$ cat src/rtl/rep_code_serial_tx_pkg.sv
// Shared definitions for the repetition-code serial link: frame states, line
// levels and counter sizing, also used by the matching majority-vote receiver.
package rep_code_serial_tx_pkg;

  typedef enum logic [1:0] {
    ST_IDLE  = 2'd0,
    ST_START = 2'd1,
    ST_DATA  = 2'd2,
    ST_STOP  = 2'd3
  } tx_state_e;

  localparam logic LINE_IDLE_LEVEL = 1'b1;
  localparam logic START_LEVEL     = 1'b0;
  localparam logic STOP_LEVEL      = 1'b1;

  // Bits needed to count 0..range_n-1, never less than one.
  function automatic int cnt_width(input int range_n);
    return (range_n > 1) ? $clog2(range_n) : 1;
  endfunction

endpackage

$ cat src/rtl/rep_code_serial_tx_timer.sv
// Chip timer: counts CHIP_CLKS cycles per chip, synchronous clear, tick on the
// wrap cycle plus a look-ahead flag saying whether the next cycle will wrap.
module rep_chip_timer
  import rep_code_serial_tx_pkg::*;
#(
  parameter int CHIP_CLKS = 4
) (
  input  logic clk,
  input  logic clear,
  output logic tick,
  output logic tick_next
);

  localparam int TW = cnt_width(CHIP_CLKS);
  localparam logic [TW-1:0] LAST     = TW'(CHIP_CLKS - 1);
  localparam logic [TW-1:0] PRE_LAST = TW'((CHIP_CLKS > 1) ? CHIP_CLKS - 2 : 0);

  logic [TW-1:0] count;

  always_ff @(posedge clk) begin
    if (clear || count == LAST) begin
      count <= '0;
    end else begin
      count <= count + TW'(1);
    end
  end

  assign tick = (count == LAST);

  // A cleared or wrapping timer restarts at zero, which only wraps again at once for one-cycle chips.
  assign tick_next = (CHIP_CLKS == 1) ? 1'b1 : (!clear && count == PRE_LAST);

endmodule

$ cat src/rtl/rep_code_serial_tx.sv
// Repetition-code serial transmitter: frames a word as start, LSB-first data,
// stop, each bit sent as REP chips of CHIP_CLKS cycles; line idles high.
module rep_code_serial_tx
  import rep_code_serial_tx_pkg::*;
#(
  parameter int DATA_W    = 8,
  parameter int REP       = 3,
  parameter int CHIP_CLKS = 4
) (
  input  logic              clk,
  input  logic              rst,
  input  logic [DATA_W-1:0] din,
  input  logic              din_valid,
  output logic              din_ready,
  output logic              tx_out,
  output logic              busy,
  output logic              frame_done
);

  localparam int RW = cnt_width(REP);
  localparam int BW = cnt_width(DATA_W);
  localparam logic [RW-1:0] REP_LAST = RW'(REP - 1);
  localparam logic [BW-1:0] BIT_LAST = BW'(DATA_W - 1);

  tx_state_e         state, state_nxt;
  logic [RW-1:0]     rep_cnt, rep_nxt;
  logic [BW-1:0]     bit_idx, bit_nxt;
  logic [DATA_W-1:0] shreg, shreg_nxt;
  logic              line_nxt, done_nxt;
  logic              chip_tick, chip_tick_next, timer_clear, accept;

  assign accept      = din_valid && din_ready;
  assign timer_clear = rst || (state == ST_IDLE);

  rep_chip_timer #(
    .CHIP_CLKS(CHIP_CLKS)
  ) u_chip_timer (
    .clk      (clk),
    .clear    (timer_clear),
    .tick     (chip_tick),
    .tick_next(chip_tick_next)
  );

  always_comb begin
    state_nxt = state;
    rep_nxt   = rep_cnt;
    bit_nxt   = bit_idx;
    shreg_nxt = shreg;
    case (state)
      ST_IDLE: begin
        if (accept) begin
          state_nxt = ST_START;
          shreg_nxt = din;
          rep_nxt   = '0;
          bit_nxt   = '0;
        end
      end
      default: begin
        if (chip_tick) begin
          if (rep_cnt == REP_LAST) begin
            rep_nxt = '0;
            case (state)
              ST_START: begin
                state_nxt = ST_DATA;
                bit_nxt   = '0;
              end
              ST_DATA: begin
                if (bit_idx == BIT_LAST) begin
                  state_nxt = ST_STOP;
                end else begin
                  bit_nxt   = bit_idx + BW'(1);
                  shreg_nxt = shreg >> 1;
                end
              end
              ST_STOP: begin
                state_nxt = ST_IDLE;
                bit_nxt   = '0;
              end
              default: ;
            endcase
          end else begin
            rep_nxt = rep_cnt + RW'(1);
          end
        end
      end
    endcase
  end

  // Outputs are registered, so they are derived from where the FSM is going next.
  always_comb begin
    case (state_nxt)
      ST_START: line_nxt = START_LEVEL;
      ST_DATA:  line_nxt = shreg_nxt[0];
      ST_STOP:  line_nxt = STOP_LEVEL;
      default:  line_nxt = LINE_IDLE_LEVEL;
    endcase
    done_nxt = (state_nxt == ST_STOP) && (rep_nxt == REP_LAST) && chip_tick_next;
  end

  always_ff @(posedge clk) begin
    if (rst) begin
      state      <= ST_IDLE;
      rep_cnt    <= '0;
      bit_idx    <= '0;
      shreg      <= '0;
      tx_out     <= LINE_IDLE_LEVEL;
      busy       <= 1'b0;
      din_ready  <= 1'b1;
      frame_done <= 1'b0;
    end else begin
      state      <= state_nxt;
      rep_cnt    <= rep_nxt;
      bit_idx    <= bit_nxt;
      shreg      <= shreg_nxt;
      tx_out     <= line_nxt;
      busy       <= (state_nxt != ST_IDLE);
      din_ready  <= (state_nxt == ST_IDLE);
      frame_done <= done_nxt;
    end
  end

endmodule

$ cat config.mk
export PLATFORM = sky130hd
export DESIGN_NAME = rep_code_serial_tx
export DESIGN_NICKNAME = d
export VERILOG_FILES = /design/src/rtl/rep_code_serial_tx_pkg.sv /design/src/rtl/rep_code_serial_tx_timer.sv /design/src/rtl/rep_code_serial_tx.sv
export SDC_FILE = /design/constraint.sdc
export NUM_CORES = 1
export LEC_CHECK = 0
export BUFFER_PORTS_ARGS = -buffer_cell sky130_fd_sc_hd__buf_2
export CAP_MARGIN = 20
export CORE_MARGIN = 1.5
export CORE_UTILIZATION = 30
export DETAILED_ROUTE_END_ITERATION = 16
export GPL_ROUTABILITY_DRIVEN = 0
export PLACE_DENSITY = 0.51
export SLEW_MARGIN = 10
export SYNTH_ARGS = -nofsm -noshare
export SYNTH_HDL_FRONTEND = slang
export SYNTH_SLANG_ARGS = --single-unit
$ cat constraint.sdc
create_clock -name clk -period 3.7 [get_ports clk]
set_clock_uncertainty 0.05 [all_clocks]
set_input_delay 0.185 -clock clk [delete_from_list [all_inputs] [get_ports clk]]
set_output_delay 0.185 -clock clk [all_outputs]
set_load 0.01 [all_outputs]
# [Yosys cells after proc, flatten, opt, wreduce, memory -nomap -nowiden]
# Cells that the tools add are included.
[classes] addsub=3 eq_ne=14 mux=23 reduce_logical=17
[ops] cell="8-bit 2-to-1 mux" count=6
[ops] cell="2-bit 2-to-1 mux" count=9
[ops] cell="2-bit equality test (second input constant)" count=8
[ops] cell="3-bit 2-to-1 mux" count=5
[ops] cell="5-bit AND reduction" count=2
[ops] cell="2-bit nonzero test" count=4
[ops] cell="2-bit case mux with 3 select lines" count=1
[ops] cell="3-bit case mux with 2 select lines" count=1
[ops] cell="2-bit by 1-bit adder with 2-bit output (second input constant)" count=2
[ops] cell="2-bit by 1-bit equality test with 1-bit output (second input constant)" count=2
[ops] cell="1-bit logical AND" count=4
[ops] cell="2-bit zero test" count=2
[ops] cell="2-bit != test (second input constant)" count=2
[ops] cell="3-bit by 1-bit adder with 3-bit output (second input constant)" count=1
[ops] cell="3-bit equality test (second input constant)" count=1
[ops] cell="3-bit != test (second input constant)" count=1
[ops] cell="3-bit nonzero test" count=1
[ops] cell="1-bit logical OR" count=2
[ops] cell="1-bit case mux with 2 select lines" count=1
[ops] cell="2-bit OR reduction" count=1
[ops] cell="1-bit zero test" count=1
[totals] ff_bits=21 input_bits=11 output_inout_bits=4 elab_cells=67

# [Longest topological paths before layout]
# Gate-level depths: netlist of the first run.
[depth] depth_word=9 depth_mapped=9 mapped_depth_nobuf=7

# [Modules after synthesis]
# From an unflattened synthesis of the first run, not the netlist that was laid out.
[hier_totals] cells_unflattened=116 hier_area_um2=1031.0
[modules_own_cells] module="rep_code_serial_tx" n_inst=1 cells_each=108 area_each_um2=945.9 seq_area_each_um2=380.4
[modules_own_cells] module="rep_chip_timer" n_inst=1 cells_each=8 area_each_um2=85.1 seq_area_each_um2=40.0

# [Worst setup path after synthesis of the first run]
# OpenSTA, ideal clock, no wires.
[synth_timing] path_kind="reg2reg" start="register state[0]" end="register tx_out" setup_time_ns=0.120 t_arrival_ns=1.726 required_ns=3.530 setup_slack_ns=1.805 stages_incl_launch_ff=9 path_buffers=1 period_less_slack_ns=1.895 cell_sequence="dfxtp_1 > inv_1 > ha_1 > buf_2 > and4bb_2 > nor2_1 > a22o_1 > or3_1 > o31a_1"
[synth_via] elab_chain_cells=7 word_cells_on_any_way=17 classes_between="eq/ne: 5; mux: 11; reduce/logical: 1"
[synth_rtl] element="start: declaration" line_no="rep_code_serial_tx.sv:25" text="tx_state_e state, state_nxt;"
[synth_rtl] element="start signal: assignment" line_no="rep_code_serial_tx.sv:111" text="state <= state_nxt;"
[synth_rtl] element="2-bit equality test, or another cell as far along" line_no="rep_code_serial_tx.sv:62" text="case (state)"
[synth_rtl] element="2-bit case mux with 3 select lines" line_no="rep_code_serial_tx.sv:62"
[synth_rtl] element="2-bit 2-to-1 mux" line_no="rep_code_serial_tx.sv:60" text="if (rep_cnt == REP_LAST) begin"
[synth_rtl] element="2-bit 2-to-1 mux" line_no="rep_code_serial_tx.sv:59" text="if (chip_tick) begin"
[synth_rtl] element="2-bit 2-to-1 mux" line_no="rep_code_serial_tx.sv:49" text="case (state)"
[synth_rtl] element="2-bit equality test or 2-bit by 1-bit equality test with 1-bit output (tied branches)" line_no="rep_code_serial_tx.sv:91" text="case (state_nxt)"
[synth_rtl] element="1-bit case mux with 2 select lines (*)" line_no="rep_code_serial_tx.sv:91"
[synth_rtl] element="end signal: assignment" line_no="rep_code_serial_tx.sv:115" text="tx_out <= line_nxt;"
[synth_rtl] element="end: declaration" line_no="rep_code_serial_tx.sv:15" text="output logic tx_out,"
# Every way passes the cells marked *; elsewhere a longest branch is shown, timed or not. The select of a mux whose other input is x is not followed.
# A chain may end at the register's enable or synchronous reset.

# [Final worst setup path of the first run]
# Ends and elaborated chain as after synthesis.

==> reports/metrics.cfg, run 1 <==
[clock_network]
insertion_delay_ns = 0.30
cts.sinks = 21
cts_root_buf = clkbuf_4
postCtsSetupBuffers = 0
path_clk_slew_ns = 0.12
clockBufferDepth = 2
cts_tree = done
cts_resized = 0
htreeDepth = 1
cts_buffers = 3
hold_buffers = 0

[grt]
grt_max_degree = 21
grt_pass1_vias = 765
overflow = 0
grt_pass1_wl_um = 3350
antenna_found_initial = 0
grt_use_total_pct = 11.9

[hold_path]
hp-class = input pin to register

[pwr]
ir_drop_mv = 0.255
power_density_nw_per_um2 = 530
finalPower_mw = 0.604
leakagePower_nw = 0.467

[floorplan]
die_y_um = 61.1
die-area_um2 = 3730
initial_core_util_pct = 32.3
die_x_um = 61.1
io_pins = 15
num_rows = 20
core_um2 = 3130

[route]
via_per_inst = 4.77
wl_met1_um = 1010
wl_per_cell_um = 11.5
wl_um = 1980
postRouteAntennaNets = 0
dr.pass1.iters = 4
routed-wl-met3_um = 84
dr.first_iter.drc_count = 33
highest_layer = met4
via_count = 821
drc = 0
route.met2.wl_um = 867

[timing]
fin_crit_ns = 2.33
fmax_mhz = 429
worst_pin_slew_ns = 0.623
setup_violations = 0
holdWs_ns = 0.0521
rsz0062_at_grt = false
final-hold-violation-count = 0
finalMaxSlewViolations = 0
setup_ws_ns = 1.37
fin_crit_sh_pct = 63.0
relSlewSlack_pct = 58.1
final.setup.tns_ns = 0

[synth]
ys_ff_latch = 21
syn-cell-area_um2 = 1010
synth.avg_cell_area_um2 = 8.79
synth_top_area_share_pct = 41.6
yosys_warnings = 0
ys_async_sr_fraction_pct = 0
synthAdderAreaFrac_pct = 9.90
synth_area_leaders = dfxtp_1, ha_1, a21oi_1
ys_seq_area_share_pct = 41.6
yosys.area_share.simple_pct = 23.6
yosysUniqueCellTypes = 31
synth_mux_area_share_pct = 0.990
yosys.area_share.xor_xnor_pct = 0
synth_edf_count = 0
syn-num-nets = 134
synth_top_family_by_area = simple AND/OR/NAND/NOR gates
syn_inst = 115
yosysTopAreaCell = dfxtp_1
synth_top_flop_cell = dfxtp_1
synth_compound_area_share_pct = 19.8

[critical_path]
crit_fanout = 17
endpoint_kind = register
required_ns = 3.86
worstPathCellList = inv_1 > ha_1 > and3_1 > nor2_1 > a22o_1 > or3_1 > o31a_1
max_stage_delay_ns = 0.50
crit_type = register to register
crit_arrival_ns = 2.49
start_kind = register
critPathSlowestCell = ha_1

[placement]
dp_slack_ns = 1.34
place_inst = 168
hpwl_um = 1470
place_area_um2 = 1110
portBuffers = 14

[cells_and_area]
final_common_cell = dfxtp_1
antenna_cells = 0
nets = 148
layout-drive-gt1-share_pct = 16.4
areaGrowthSynthToFinish_pct = 12.7
fin_area_um2 = 1140
utilization_pct = 36.4
final_cell_mix = dfxtp_1, a21oi_1, buf_2, nand2_1, nor2_1
stdcell_count = 172
fill_cells = 344

[flow_run]
drv_cap = 0

[run_status]
status = completed

==> state kept, by name, indices dropped and copies added (netlist names) <==
name,cells
bit_idx,3
tx_out,1
shreg,8
busy,1
rep_cnt,2
din_ready,1
frame_done,1
state,2
u_chip_timer.count,2
==> layout make-up <==
cell class	instances	area, µm²	share of cell area (%)
tap	44	55.1	4.83
inverter	5	18.8	1.65
clock buffer	4	26.3	2.31
sequential	21	420	36.9
timing repair buffer	14	70.1	6.15
multi-input combinational	84	549	48.2
==> final timing paths <==
path | from | end | slack, ns | depth (start not counted)
setup / recovery | state[0] | tx_out | 1.37 | 7
hold reg to reg | shreg[2] | shreg[2] | 0.41 | 2
setup reg to reg | state[0] | tx_out | 1.37 | 7
hold / removal | din[7] | shreg[7] | 0.05 | 3
==> synth_stat cells, types with 3 or more instances <==
cell type  number
dfxtp_1        21
ha_1            8
nand2_1        13
inv_1           5
a22oi_1         8
buf_2           3
a21oi_1        16
nor3_1          3
nor2_1         12
==> power by group <==
group | leakage, nW | switching, mW | internal (mW)
logic | 0.281 | 0.119 | 0.0814
clock network | 0.0150 | 0.0702 | 0.0421
registers | 0.172 | 0.0260 | 0.266
total | 0.467 | 0.215 | 0.389
==> per-layer routing <==
layer  track usage, %  up-vias
li1                 -      433
met1             15.3      373
met2             19.1       13
met3             4.83        2
met4             1.86        0
met5                0        -
==> cell families (layout without fill, tap and decap cells) <==
family          Yosys count  after routing
simple gates             44             44
compound gates           31             31
flops                    21             21
buf+inv                  10             23
fa+ha+maj                 8              8
mux                       1              1
==> critical path, delay by kind of cell (launching register included) <==
| kind | cells | cell delay, ns |
|---|---|---|
| flip-flops | 1 | 0.38 |
| AO/OA/AOI/OAI | 2 | 0.30 |
| buffers and inverters | 1 | 0.10 |
| adder cells (fa/ha/maj) | 1 | 0.50 |
| AND/OR/NAND/NOR | 3 | 0.90 |
Note: power is estimated with default switching activity, not from simulation.
==> run 2, diff against run 1 <==
==> constraint.sdc (replaced) <==
create_clock -name clk -period 2.15 [get_ports clk]
set_clock_uncertainty 0.05 [all_clocks]
set_input_delay 0.1075 -clock clk [delete_from_list [all_inputs] [get_ports clk]]
set_output_delay 0.1075 -clock clk [all_outputs]
set_load 0.01 [all_outputs]
==> run 2 against run 1 <==
- setup slack lost 1.2 ns
- sequential power rose by 71%
- critical path depth stayed put
- total power grew 84%
- sequential share of layout area fell by 1.7 points
- critical path type unchanged
- largest cell class unchanged
==> reports/metrics.cfg, run 2 (synthesis results as in run 1) <==
[grt]
grt_max_degree = 21
antenna_found_initial = 0
grt_pass1_vias = 821
overflow = 0
grt_pass1_wl_um = 3420
grt_use_total_pct = 12.3

[pwr]
leakagePower_nw = 0.500
power_density_nw_per_um2 = 929
ir_drop_mv = 0.478

[placement]
dp_slack_ns = 0.148
place_area_um2 = 1160
hpwl_um = 1550
portBuffers = 14

[critical_path]
crit_arrival_ns = 2.19
rrSetupSlack_ns = 0.12
endpoint_kind = register
reg2regPathDepth = 7
reg2reg_to = tx_out
rr_startpoint = state[0]
required_ns = 2.31
crit_type = register to register
start_kind = register
crit_fanout = 8

[route]
drc = 0
via_count = 861
dr.pass1.iters = 4
postRouteAntennaNets = 0
dr.first_iter.drc_count = 19
via_per_inst = 4.81
wl_per_cell_um = 11.6
wl_um = 2080

[timing]
setup_violations = 0
finalMaxSlewViolations = 0
worst_pin_slew_ns = 0.397
final.setup.tns_ns = 0
relSlewSlack_pct = 73.4
final-hold-violation-count = 0
fmax_mhz = 492
setup_ws_ns = 0.119
holdWs_ns = 0.0427
fin_crit_sh_pct = 94.5
fin_crit_ns = 2.03
rsz0062_at_grt = false

[floorplan]
die_x_um = 61.1
io_pins = 15
num_rows = 20
core_um2 = 3130
die-area_um2 = 3730
die_y_um = 61.1
initial_core_util_pct = 32.3

[cells_and_area]
final_cell_mix = dfxtp_1, a21oi_1, buf_2, nand2_1, nor2_1
layout-drive-gt1-share_pct = 20.0
fin_area_um2 = 1190
largest_reg_flops = 8
nets = 155
antenna_cells = 0
seq_area_um2 = 420
fill_cells = 340
reg_top3 = shreg (8), bit_idx (3)
final_common_cell = dfxtp_1
areaGrowthSynthToFinish_pct = 18.2
multi_input_area_um2 = 549
largest_register = shreg

[run_status]
status = completed

[clock_network]
cts_root_buf = clkbuf_4
clockBufferDepth = 2
cts_resized = 0
path_clk_slew_ns = 0.12
insertion_delay_ns = 0.30
cts_buffers = 3
cts.sinks = 21
htreeDepth = 1
cts_tree = done
postCtsSetupBuffers = 0
hold_buffers = 1

[hold_path]
min_from = din[4]
min_path_cells = 3
hp-class = input pin to register
hold_end = shreg[4]

[flow_run]
drv_cap = 0

==> run 2: changes by cell type in the layout (fill, tap and decap cells not counted) <==
cell,before,now
dlygate4sd3_1,0,1
buf_4,0,6
==> run 2: area by class of cell <==
type | count | area share, %
clock buffers | 4 | 2.20
inverters | 5 | 1.57
multi-input cells | 84 | 46.0
flip-flops and latches | 21 | 35.2
well taps | 44 | 4.61
repair buffers | 21 | 10.5
==> run 2: stage by stage <==
step	power (mW)	instances	utilization (%)
2_1_floorplan	0.776	115	-
3_3_place_gp	0.914	174	37.0
3_5_place_dp	0.925	174	37.0
4_1_cts	1.13	179	38.2
5_1_grt	1.20	179	38.2
6_report	1.11	179	38.2
==> run 2: how the worst max path moves through the flow <==
| stage | endpoint | startpoint | slack (ns) |
|---|---|---|---|
| 2_1_floorplan | tx_out | state[0] | 0.25 |
| 3_3_place_gp | tx_out | state[0] | 0.23 |
| 3_5_place_dp | tx_out | state[0] | 0.15 |
| 4_1_cts | tx_out | state[0] | 0.13 |
| 5_1_grt | tx_out | state[0] | 0.009 |
| 6_report | tx_out | state[0] | 0.12 |
==> run 2: power by group <==
group	internal [mW]	switching, mW	total [mW]
registers	0.457	0.0428	0.500
logic	0.193	0.226	0.419
clock network	0.0724	0.120	0.192
total	0.722	0.388	1.11
==> run 2: routing by layer <==
metal | global-route usage, % | share of wire [%] | up-vias
met1 | 14.2 | 49 | 391
met5 | 0 | 0 | -
met3 | 4.41 | 4.9 | 2
li1 | - | - | 448
met2 | 22.3 | 46 | 20
met4 | 1.86 | 0.48 | 0
==> run 2: worst max-delay path: stages (launching register included) <==
cell and delay [ns]:
dfxtp_1 0.44, inv_1 0.09, ha_1 0.30, and4bb_2 0.38, nor2_1 0.07, a22o_1 0.19
or3_1 0.31, o31a_1 0.10
